### config.mk
export PLATFORM = sky130hd
export DESIGN_NAME = cache_mem_arbiter
export DESIGN_NICKNAME = d
export VERILOG_FILES = /design/src/rtl/cache_mem_arbiter.sv
export SDC_FILE = /design/constraint.sdc
export NUM_CORES = 1
export LEC_CHECK = 0
export ABC_AREA = 0
export BUFFER_PORTS_ARGS = -buffer_cell sky130_fd_sc_hd__buf_4
export CAP_MARGIN = 15
export CELL_PAD_IN_SITES_DETAIL_PLACEMENT = 1
export CELL_PAD_IN_SITES_GLOBAL_PLACEMENT = 1
export CORE_AREA = 2 2 536 538
export DETAILED_ROUTE_END_ITERATION = 7
export DIE_AREA = 0 0 538 540
export HOLD_SLACK_MARGIN = 0.08
export PLACE_DENSITY_LB_ADDON = 0.1
export SETUP_SLACK_MARGIN = 0.5
export SLEW_MARGIN = 0
export SYNTH_ARGS = -nofsm -noshare
export SYNTH_HDL_FRONTEND = slang
export SYNTH_SLANG_ARGS = --single-unit
export TNS_END_PERCENT = 30
### constraint.sdc
create_clock -name clk -period 39.3 [get_ports clk]
set_clock_uncertainty 0.05 [all_clocks]
set_input_delay 7.86 -clock clk [delete_from_list [all_inputs] [get_ports clk]]
set_output_delay 7.86 -clock clk [all_outputs]
set_load 0.01 [all_outputs]
### src/rtl/cache_mem_arbiter.sv
// -----------------------------------------------------------------------------
// cache_mem_arbiter
//
// Shares one cacheline-wide physical memory port between the I-cache and the
// D-cache. One requester is served at a time; when both ask in the same IDLE
// cycle the one that was not served last wins (round-robin). Memory commands
// are registered, the returned line is captured into the winner's rdata
// register and a one-cycle resp pulse is returned in the following cycle.
//
// Parameters
//   width     cacheline width in bits
//   s_offset  byte-offset bits in a line (forced to zero on pmem_address)
//
// Ports
//   clk, rst                      clock, asynchronous active-high reset
//   i_read, i_address             I-cache line read request (held until i_resp)
//   i_rdata, i_resp               line returned to I-cache, one-cycle pulse
//   d_read, d_write, d_address,   D-cache line read / writeback request
//   d_wdata                         (held until d_resp)
//   d_rdata, d_resp               line returned to D-cache, one-cycle pulse
//   pmem_read, pmem_write,        registered memory command, held until
//   pmem_address, pmem_wdata        pmem_resp
//   pmem_rdata, pmem_resp         memory read line and one-cycle completion
// -----------------------------------------------------------------------------
module cache_mem_arbiter #(
  parameter int width    = 256,
  parameter int s_offset = 5
) (
  input  logic             clk,
  input  logic             rst,
  // I-cache side
  input  logic             i_read,
  input  logic [31:0]      i_address,
  output logic [width-1:0] i_rdata,
  output logic             i_resp,
  // D-cache side
  input  logic             d_read,
  input  logic             d_write,
  input  logic [31:0]      d_address,
  input  logic [width-1:0] d_wdata,
  output logic [width-1:0] d_rdata,
  output logic             d_resp,
  // Physical memory side
  output logic             pmem_read,
  output logic             pmem_write,
  output logic [31:0]      pmem_address,
  output logic [width-1:0] pmem_wdata,
  input  logic [width-1:0] pmem_rdata,
  input  logic             pmem_resp
);

  typedef enum logic [2:0] {
    S_IDLE   = 3'd0,
    S_I_BUSY = 3'd1,
    S_D_BUSY = 3'd2,
    S_RESP_I = 3'd3,
    S_RESP_D = 3'd4
  } state_t;

  state_t             r_state;
  // 1 when the D-cache was the last requester granted, 0 for the I-cache.
  logic               r_last_d;

  logic               r_pmem_read;
  logic               r_pmem_write;
  logic [31:0]        r_pmem_address;
  logic [width-1:0]   r_pmem_wdata;
  logic [width-1:0]   r_i_rdata;
  logic [width-1:0]   r_d_rdata;
  logic               r_i_resp;
  logic               r_d_resp;

  logic               w_i_req;
  logic               w_d_req;
  logic               w_grant_i;
  logic               w_grant_d;

  // Clear the byte-offset bits so memory always sees a line-aligned address.
  function automatic logic [31:0] f_line_addr(input logic [31:0] a);
    f_line_addr = {a[31:s_offset], {s_offset{1'b0}}};
  endfunction

  assign w_i_req = i_read;
  assign w_d_req = d_read | d_write;

  // On a tie the requester that did not win last time is favoured, so each
  // side waits behind at most one service of the other.
  assign w_grant_i = w_i_req & (~w_d_req | r_last_d);
  assign w_grant_d = w_d_req & (~w_i_req | ~r_last_d);

  always_ff @(posedge clk or posedge rst) begin
    if (rst) begin
      r_state        <= S_IDLE;
      r_last_d       <= 1'b1;
      r_pmem_read    <= 1'b0;
      r_pmem_write   <= 1'b0;
      r_pmem_address <= '0;
      r_pmem_wdata   <= '0;
      r_i_rdata      <= '0;
      r_d_rdata      <= '0;
      r_i_resp       <= 1'b0;
      r_d_resp       <= 1'b0;
    end else begin
      // resp pulses last a single cycle unless re-armed below.
      r_i_resp <= 1'b0;
      r_d_resp <= 1'b0;

      case (r_state)
        S_IDLE: begin
          if (w_grant_i) begin
            r_pmem_address <= f_line_addr(i_address);
            r_pmem_read    <= 1'b1;
            r_pmem_write   <= 1'b0;
            r_last_d       <= 1'b0;
            r_state        <= S_I_BUSY;
          end else if (w_grant_d) begin
            r_pmem_address <= f_line_addr(d_address);
            r_pmem_wdata   <= d_wdata;
            // A write takes priority if the D-cache illegally raises both.
            r_pmem_write   <= d_write;
            r_pmem_read    <= ~d_write;
            r_last_d       <= 1'b1;
            r_state        <= S_D_BUSY;
          end
        end

        S_I_BUSY: begin
          if (pmem_resp) begin
            r_pmem_read  <= 1'b0;
            r_pmem_write <= 1'b0;
            r_i_rdata    <= pmem_rdata;
            r_i_resp     <= 1'b1;
            r_state      <= S_RESP_I;
          end
        end

        S_D_BUSY: begin
          if (pmem_resp) begin
            r_pmem_read  <= 1'b0;
            r_pmem_write <= 1'b0;
            // Captured on writes too; the D-cache ignores it in that case.
            r_d_rdata    <= pmem_rdata;
            r_d_resp     <= 1'b1;
            r_state      <= S_RESP_D;
          end
        end

        // The response cycle gives the requester one edge to drop or replace
        // its request before the next arbitration, so a satisfied request is
        // never granted a second time.
        S_RESP_I: r_state <= S_IDLE;
        S_RESP_D: r_state <= S_IDLE;

        default: r_state <= S_IDLE;
      endcase
    end
  end

  assign pmem_read    = r_pmem_read;
  assign pmem_write   = r_pmem_write;
  assign pmem_address = r_pmem_address;
  assign pmem_wdata   = r_pmem_wdata;
  assign i_rdata      = r_i_rdata;
  assign d_rdata      = r_d_rdata;
  assign i_resp       = r_i_resp;
  assign d_resp       = r_d_resp;

endmodule

==> Word level (Yosys, flattened, before mapping) <==
Cells that the tools add are included.
{ "totals": {"reg_bits": 808, "latchBits": 0, "ramBits": 0, "romBits": 0, "in_bits": 582, "out_inout_bits": 804, "elab_cells": 55, "mem_count": 0} }
{ "op_classes": {"n_addsub": 0, "n_mul": 0, "div": 0, "magnitude_cmp": 0, "eq_ne": 6, "shifts": 0, "n_mux": 19, "n_bitwise": 10, "n_reduce_logical": 10} }
{ "ops": {"columns": ["operator", "n"], "rows": [
  ["$mux 32", 2],
  ["$mux 3", 4],
  ["$mux 1", 10],
  ["$pmux 3 s3", 1],
  ["$reduce_and 3->1", 3],
  ["$reduce_and 2->1", 3],
  ["$not 1->1", 5],
  ["$ne 2x2->1 const B", 2],
  ["$pmux 1 s2", 2],
  ["$reduce_bool 2->1", 2],
  ["$eq 3x1->1 const B", 1],
  ["$eq 3x2->1 const B", 1],
  ["$logic_not 3->1", 1],
  ["$ne 3x3->1 const B", 1],
  ["$or 1x1->1", 3],
  ["$and 1x1->1", 2],
  ["$ne 2x1->1 const B", 1],
  ["$reduce_or 2->1", 1]
]} }

==> Depth between registers and ports, before layout <==
Gate-level depths: netlist of run 1.
{ "depth": {"depth_word": 6, "depth_mapped": 5, "mapped_depth_nobuf": 3} }

==> Least setup slack after synthesis of run 1 <==
OpenSTA, ideal clock, no wires.
{ "synth_path": {"kind": "input -> register", "startpoint": "input port d_write", "endpoint": "register r_pmem_wdata[100], in the netlist pmem_wdata[100]", "setup_ns": 0.125, "arrival_time_ns": 9.001, "required_time_ns": 39.125, "path_slack_ns": 30.124, "path_stages": 5, "path_buffers": 2, "cell_sequence": "or3_4 -> o211a_2 -> buf_6 -> buf_6 -> mux2_4"} }
{ "synth_via": {"elab_chain_len": 6, "elab_cells_between_ends": 7, "cone_classes": "bitwise: 6; reduce/logical: 1"} }
{ "synth_rtl": {"columns": ["item", "line_no", "text"], "rows": [
  ["start, declared", "38", "input logic d_write,"],
  ["$or 1x1->1 *", "84", "assign w_d_req = d_read | d_write;"],
  ["$not 1->1", "88", "assign w_grant_i = w_i_req & (~w_d_req | r_last_d);"],
  ["$or 1x1->1", "88", null],
  ["$and 1x1->1", "88", null],
  ["$not 1->1 (no line)", null, null],
  ["$reduce_and 3->1 (no line) *", null, null],
  ["end signal, assigned", "118", "r_pmem_wdata <= d_wdata;"],
  ["end, declared", "67", "logic [width-1:0] r_pmem_wdata;"]
]} }
Every way passes the cells marked *; elsewhere a longest branch is shown, timed or not.
A chain may end at the register's enable or synchronous reset.

==> Worst setup path after layout of run 1 <==
{ "layout_path": {"startpoint": "input port i_read", "endpoint": "register r_pmem_wdata[61], in the netlist pmem_wdata[61]"} }
{ "layout_via": {"elab_chain_len": 4, "elab_cells_between_ends": 6, "cone_classes": "bitwise: 5; reduce/logical: 1"} }
{ "layout_rtl": {"columns": ["item", "line_no", "text"], "rows": [
  ["start, declared", "32", "input logic i_read,"],
  ["$not 1->1", "89", "assign w_grant_d = w_d_req & (~w_i_req | ~r_last_d);"],
  ["$or 1x1->1", "89", null],
  ["$and 1x1->1", "89", null],
  ["$reduce_and 3->1 (no line) *", null, null]
]} }
Marks and branches as above.

==> results of run 1 <==
per-stage QoR:
stage	cell area, um2	std cells
finish	49300	7100
global placement	45600	6875
global route	49300	7084
floorplan	31100	1818
CTS	49300	7077
detailed placement	45600	6875
cells by family after synthesis:
| group | synth area share |
|---|---|
| AOI/OAI and AO/OA | 0.0168 |
| buffers and inverters | 0.0266 |
| DFF | 0.647 |
| muxes | 0.303 |
| other | 0.000121 |
| and+or+nand+nor | 0.00713 |
worst reg2reg max path, delay by kind of cell (launching register included):
kind | cells | cell delay [ps]
buf+inv | 4 | 3250
mux | 1 | 430
flops | 1 | 490
simple gates | 1 | 270
compound gates | 1 | 350
synth_stat cells (all sizes together):
cell,instances
dfrtp,802
mux2,769
buf,92
a21oi,28
a31oi,27
nand3,27
o21ai,27
clkbuf,18
nor3,4
nor4bb,3
a22o,2
inv,2
nand2,2
a211oi,1
a21boi,1
a2bb2oi,1
and2,1
conb,1
dfstp,1
o211a,1
o21ba,1
o21bai,1
o2bb2ai,1
or3,1
flip-flops by register name (all words and copies together) (netlist names):
register,cells
pmem_address,27
pmem_wdata,256
d_resp,1
i_resp,1
pmem_read,1
pmem_write,1
r_last_d,1
d_rdata,256
r_state,3
i_rdata,256
report_power, final:
part / switching [mW] / internal, mW / leakage, nW
Sequential: 0.255 / 1.26 / 9.51
Combinational: 0.972 / 1.08 / 10.7
Clock: 0.429 / 0.612 / 1.80
worst paths after layout:
kind,startpoint,cells after the start,slack (ps),endpoint
worst min register to register,pmem_wdata[39]$_DFFE_PP0P_,1,440,pmem_wdata[39]$_DFFE_PP0P_
min in group asynchronous,rst,2,7140,pmem_wdata[34]$_DFFE_PP0P_
worst max register to register,r_state[1]$_DFFE_PP0P_,7,34340,pmem_wdata[61]$_DFFE_PP0P_
worst max-delay path,i_read,9,27320,pmem_wdata[61]$_DFFE_PP0P_
worst min-delay path,pmem_wdata[39]$_DFFE_PP0P_,1,440,pmem_wdata[39]$_DFFE_PP0P_
max in group asynchronous,rst,6,28490,i_rdata[174]$_DFFE_PP0P_
final cells by class:
| type | instances | area, um2 |
|---|---|---|
| Inverter | 2 | 15.0 |
| Clock inverter | 20 | 194 |
| Multi-Input combinational cell | 903 | 10200 |
| Fill cell | 32100 | 235000 |
| Clock buffer | 182 | 3460 |
| Tap cell | 3762 | 4710 |
| Antenna cell | 23 | 57.6 |
| Sequential cell | 803 | 20100 |
| Timing Repair Buffer | 1405 | 10600 |
per-layer routing:
metal / wire length [um] / track usage
met1: 55500 / 0.107
met2: 86000 / 0.200
met3: 23800 / 0.0711
met4: 4900 / 0.0367
met5: 529 / 0
==> metrics.cfg, run 1 <==
[run_status]
status=finished clean

[clocking]
clockRootBuffer=clkbuf_16
cts_sinks=803
clockBufferDepth=4
cts-htree-levels=3
cts_tree=done
numCtsBuffers=119
cts-hold-fix-buffers=0
clk_pin_slew_ps=60
cts.repair.resized=0
clk_latency_ps=830
cts_post_setup_buffers_inserted=0

[routing]
drcViolationCount=0
vias_per_cell=3.05
firstDrtPassIters=4
num_vias=21700
drt-total-wl_um=171000
drt_iter0_markers=598
ant_nets=0
wl_per_cell_um=24.0

[critical_path]
cpMostUsedCell=buf_4
path_cells=buf_4, inv_1, buf_4, o211a_4, buf_4, buf_4, buf_4, buf_4, mux2_4
worstSetupPathType=in2reg
cp_num_buf_inv=7
cp.required_ps=39950
cp_slowest_cell=buf_4
critPathArrivalTime_ps=12630
cp_top_family=buffers and inverters
crit_fanout=52
crit_path_end_kind=register
critPathLaunchType=input pin
cpPeakStageDelay_ps=830

[pwr]
p_per_area_nw_per_um2=93.3
vdd_ir_drop_max_uv=42.0
power.total_mw=4.60
total_leakage_power_nw=22.0

[global_route]
grt_start_max_net_pins=117
antenna_found_initial=67
grt_pass1_wl_um=228000
overflow=0
grt_pass1_vias=24400
track_usage=0.114

[timing]
hold_ws_ps=436
layout_min_cycle_time_ps=11980
timing.fmax_mhz=83.5
worst_pin_slew_ps=1080
rsz0062_at_grt=no
slew_headroom=0.278
finalMaxSlewViolations=0
tns_ps=0
setup_viol=0
period_share=0.305
fin_ws_ps=27320
hold_viol_final=0

[floorplanning]
fp-row-count=196
die_w_um=538
initial_utilization=0.109
dieArea_um2=291000
chipHeight_um=540
design.core.area_um2=284000
pin_count=1386

[min_path]
hp-class=reg2reg

[synthesis]
yosysTopAreaCell=dfrtp_1
synth_area_leaders=dfrtp_1 65%, mux2_2 19%, mux2_4 9.7%
synth-seq-area-share=0.647
ys.warnings.count=0
syn_area_um2=31100
syn_inst=1814
netlist-cell-type-count=29
yosysTopAreaCellShare=0.646
ys_seq_elements=803
syn_avg_cell_area_um2=17.1

[cells_and_area]
most-common-layout-cells=1403 x buf_4, 802 x dfrtp_1, 529 x mux2_2
syn_to_final_growth_pct=58.7
drive_above_1_share=0.696
post-route-util=0.173
layout_commonest_cell=buf_4
nets=3816

[place]
pre_cts_slack_ps=26310
numPortBuffers=1370
hpwl_um=132000
globalplace.congestion=0.726

[job]
maxCapViolations=0

Power figures use the tool's default switching activity.
==> run 2: changes to the inputs <==
==> constraint.sdc (replaced) <==
create_clock -name clk -period 11.1 [get_ports clk]
set_clock_uncertainty 0.05 [all_clocks]
set_input_delay 2.22 -clock clk [delete_from_list [all_inputs] [get_ports clk]]
set_output_delay 2.22 -clock clk [all_outputs]
set_load 0.01 [all_outputs]
==> metrics.cfg, run 2 (synthesis results as in run 1) <==
[cells_and_area]
most-common-layout-cells=1384 x buf_4, 802 x dfrtp_1, 529 x mux2_2
nets=3807
layout_commonest_cell=buf_4
drive_above_1_share=0.697
post-route-util=0.174
syn_to_final_growth_pct=59.5
finalNonFillerCells=7093

[global_route]
grt-busiest-layer=met2
grt_start_max_net_pins=137
grt_use_met1=0.112
track_usage=0.112
grt_pass1_vias=24000
grt_util_met3=0.0640
overflow=0
grtUsageMet2=0.192
antenna_found_initial=57
grt_pass1_wl_um=224000

[clocking]
clockRootBuffer=clkbuf_16
clk_latency_ps=820
clockBufferDepth=4
cts_sinks=803
cts_tree=done
cts.repair.resized=0
cts-hold-fix-buffers=0
cts-htree-levels=3
numCtsBuffers=120
cts_post_setup_buffers_inserted=0
clk_pin_slew_ps=50

[timing]
hold_ws_ps=435
worst_pin_slew_ps=1010
finalMaxSlewViolations=0
hold_viol_final=0
timing.fmax_mhz=202
layout_min_cycle_time_ps=4960
period_share=0.447
fin_ws_ps=6140
rsz0062_at_grt=no
setup_viol=0
slew_headroom=0.325

[job]
maxCapViolations=0

[min_path]
hp-class=reg2reg

[critical_path]
cp_slowest_cell=o211a_4
critPathLaunchType=input pin
path_cells=buf_4, or3_4, o211a_4, buf_12, buf_12, mux2_4
cp_num_buf_inv=3
cp.required_ps=11720
critPathArrivalTime_ps=5580
cpMostUsedCell=buf_12
cpPeakStageDelay_ps=620
crit_fanout=88
crit_path_end_kind=register
worstSetupPathType=in2reg
cp_top_family=buffers and inverters

[routing]
num_vias=21700
drt_iter0_markers=558
ant_nets=0
wl_per_cell_um=23.8
drcViolationCount=0
vias_per_cell=3.06
drt-total-wl_um=169000
firstDrtPassIters=4

[pwr]
total_leakage_power_nw=22.1
power.total_mw=16.4
vdd_ir_drop_max_uv=176
p_per_area_nw_per_um2=331

[floorplanning]
fp-row-count=196
initial_utilization=0.109
design.core.area_um2=284000
die_w_um=538
dieArea_um2=291000
chipHeight_um=540
pin_count=1386

[place]
pre_cts_slack_ps=5280
globalplace.congestion=0.726
numPortBuffers=1370
hpwl_um=129000
dp.cells=6865

[run_status]
status=finished clean

==> run 2: cell types whose count changed in the layout (fill, tap and decap cells not counted), moves of 2 or more <==
cell       before   now
bufinv_16       2     7
inv_6           1     3
clkbuf_8       25    27
diode_2        23    20
buf_4        1403  1384
clkbuf_1       38    34
buf_12          2    11
==> run 2: worst register-to-register path, delay by kind of cell, from the launching register on <==
kind | cells | cell delay, ps
buffers and inverters | 3 | 1670
AO/OA/AOI/OAI | 1 | 650
multiplexers | 1 | 570
flip-flops | 1 | 490
AND/OR/NAND/NOR | 1 | 210
==> run 2: metrics by stage <==
step / area, um2 / setup TNS (ps)
after floorplan: 31100 / -1757890
after global placement: 45600 / 0
after detailed placement: 45600 / 0
after CTS: 49500 / 0
after global routing: 49500 / 0
final: 49600 / 0
==> run 2: power by group <==
| part | internal (mW) | total, mW | switching [mW] |
|---|---|---|---|
| clock | 2.32 | 3.86 | 1.54 |
| combinational | 3.82 | 7.26 | 3.43 |
| sequential | 4.45 | 5.31 | 0.860 |
==> run 2: routing by layer <==
layer	routed length (um)	vias up
met5	348	-
met4	5380	54
met3	21800	247
met2	83000	1019
met1	58600	11100
li1	-	9359
==> run 2: area by class of cell <==
type / count / area [um2]
inverter: 2 / 11.3
clock buffer: 181 / 3500
timing repair buffer: 1395 / 10600
clock inverter: 27 / 369
tap: 3762 / 4710
fill: 32000 / 235000
multi-input combinational: 903 / 10200
sequential: 803 / 20100
antenna: 20 / 50.0
==> run 2: worst paths after layout <==
path,start,end,slack [ps],cells after the start
worst max-delay path,i_read,pmem_wdata[68]$_DFFE_PP0P_,6140,6
worst min-delay path,pmem_wdata[28]$_DFFE_PP0P_,pmem_wdata[28]$_DFFE_PP0P_,440,1
worst max register to register,r_state[1]$_DFFE_PP0P_,pmem_wdata[68]$_DFFE_PP0P_,7310,6
worst min register to register,pmem_wdata[28]$_DFFE_PP0P_,pmem_wdata[28]$_DFFE_PP0P_,440,1
max in group asynchronous,rst,d_rdata[120]$_DFFE_PP0P_,7400,5
min in group asynchronous,rst,pmem_wdata[160]$_DFFE_PP0P_,1540,3
==> run 3: changes to the inputs <==
--- a/config.mk
+++ b/config.mk
@@ -10,9 +10,9 @@
 export CAP_MARGIN = 15
 export CELL_PAD_IN_SITES_DETAIL_PLACEMENT = 1
 export CELL_PAD_IN_SITES_GLOBAL_PLACEMENT = 1
-export CORE_AREA = 2 2 536 538
+export CORE_AREA = 2 2 534 536
 export DETAILED_ROUTE_END_ITERATION = 7
-export DIE_AREA = 0 0 538 540
+export DIE_AREA = 0 0 536 538
 export HOLD_SLACK_MARGIN = 0.08
 export PLACE_DENSITY_LB_ADDON = 0.1
 export SETUP_SLACK_MARGIN = 0.5
==> constraint.sdc (replaced) <==
create_clock -name clk -period 4.3 [get_ports clk]
set_clock_uncertainty 0.05 [all_clocks]
set_input_delay 0.86 -clock clk [delete_from_list [all_inputs] [get_ports clk]]
set_output_delay 0.86 -clock clk [all_outputs]
set_load 0.01 [all_outputs]
==> metrics.cfg, run 3 (synthesis results as in run 1) <==
[job]
maxCapViolations=0

[critical_path]
crit_fanout=34
cp.required_ps=4940
critPathArrivalTime_ps=3320
critPathLaunchType=register
crit_path_end_kind=register
worstSetupPathType=reg2reg
ff2ff_setup_slack_ps=1630

[clocking]
clockBufferDepth=4
cts_sinks=803
clk_pin_slew_ps=60
cts_tree=done
numCtsBuffers=118
clockRootBuffer=clkbuf_16
cts-htree-levels=3
cts_post_setup_buffers_inserted=0
clk_latency_ps=790

[routing]
vias_per_cell=3.05
routed-wl-met2_um=85800
wl_per_cell_um=23.6
ant_nets=0
firstDrtPassIters=4
num_vias=21700
drt-met1-wl_um=58000
drt_iter0_markers=502
drt-total-wl_um=168000
wl_met3_um=20900
routed.top_layer=met5
drcViolationCount=0

[timing]
slew_headroom=0.358
timing.fmax_mhz=374
hold_viol_final=0
finalMaxSlewViolations=0
layout_min_cycle_time_ps=2670
rsz0062_at_grt=no
worst_pin_slew_ps=961
setup_viol=0
period_share=0.622

[pwr]
p_switching_mw=14.9
p_clk_frac=0.221
p_int_mw=27.1
power.total_mw=42.0
power_frac_seq=0.326
vdd_ir_drop_max_uv=313
p_per_area_nw_per_um2=844
pwr-share-comb=0.453
netSwitchingFraction=0.355
total_leakage_power_nw=22.2

[cells_and_area]
syn_to_final_growth_pct=60.0
drive_above_1_share=0.696
fill_cells=31900
layout_commonest_cell=buf_4
stdcell_area_um2=49700
seqCellArea_um2=20100
post-route-util=0.176
most-common-layout-cells=1401 x buf_4, 802 x dfrtp_1, 529 x mux2_2
nets=3841
multi_input_area_um2=10200

[floorplanning]
die_w_um=536
chipHeight_um=538
initial_utilization=0.110
design.core.area_um2=283000
pin_count=1386
dieArea_um2=288000
fp-row-count=196

[global_route]
track_usage=0.112
grt_pass1_wl_um=224000
antenna_found_initial=56
grt_start_max_net_pins=102
grt_pass1_vias=24100
overflow=0

[place]
placed_cell_area_um2=46100
globalplace.congestion=0.744
hpwl_um=132000
numPortBuffers=1370

[min_path]
hp-class=in2reg

[run_status]
status=finished clean

-- run 3: changes by cell type in the layout (fill, tap and decap cells not counted) --
| cell | previous run | this run |
|---|---|---|
| clkinv_2 | 12 | 8 |
| clkbuf_1 | 34 | 43 |
| dlygate4sd3_1 | 0 | 1 |
| clkinvlp_4 | 2 | 1 |
| bufinv_16 | 7 | 1 |
| inv_16 | 2 | 1 |
| clkbuf_8 | 27 | 19 |
| buf_4 | 1384 | 1401 |
| inv_6 | 3 | 0 |
| buf_12 | 11 | 29 |
| diode_2 | 20 | 21 |
-- run 3: layer usage --
layer  vias up  track usage
met1     11100        0.111
li1       9410            -
met5         -            0
met3       212       0.0644
met2       944        0.201
met4        48       0.0246
-- run 3: worst max-delay path, stage by stage, from the launching register on --
cell     delay, ps
dfrtp_1        490
nor3_4         210
buf_4          440
o211a_4        470
buf_12         270
buf_12         210
mux2_4         320
-- run 3: area by class of cell --
class,count,area share
clock inverters,12,0.00231
flip-flops and latches,803,0.404
well taps,3762,0.0946
multi-input cells,903,0.206
repair buffers,1431,0.223
inverters,2,0.000226
diodes,21,0.00106
clock buffers,182,0.0689
-- run 3: path summary, 6_finish.rpt --
| path | from | end | cells past startpoint |
|---|---|---|---|
| worst min register to register | pmem_wdata[26]$_DFFE_PP0P_ | pmem_wdata[26]$_DFFE_PP0P_ | 1 |
| worst max register to register | r_state[1]$_DFFE_PP0P_ | pmem_wdata[67]$_DFFE_PP0P_ | 6 |
| worst min-delay path | d_wdata[3] | pmem_wdata[3]$_DFFE_PP0P_ | 2 |
| min in group asynchronous | rst | pmem_wdata[169]$_DFFE_PP0P_ | 4 |
| worst max-delay path | r_state[1]$_DFFE_PP0P_ | pmem_wdata[67]$_DFFE_PP0P_ | 6 |
| max in group asynchronous | rst | i_rdata[10]$_DFFE_PP0P_ | 5 |
-- run 3: power by group through the flow --
stage	Sequential [mW]	Clock [mW]	Combinational (mW)
floorplan	15.3	0	7.06
global placement	13.8	0	19.8
detailed placement	13.8	0	19.7
CTS	13.8	9.84	19.8
global route	14.3	10.1	20.3
finish	13.7	9.27	19.0
-- run 3: timing repair --
item,4_1_cts,5_1_grt
hold buffers,1,0
resized for setup,0,0
endpoints found under the hold margin,50,0
-- run 3: through the flow --
stage               hold WS (ps)  std cells  worst slack, ps   TNS, ps
detailed placement           428       6900             1200         0
finish                       203       7116             1630         0
global route                 129       7097             1480         0
global placement             423       6900             1190         0
CTS                         93.0       7095             1510         0
floorplan                    472       1818            -7630  -6125260
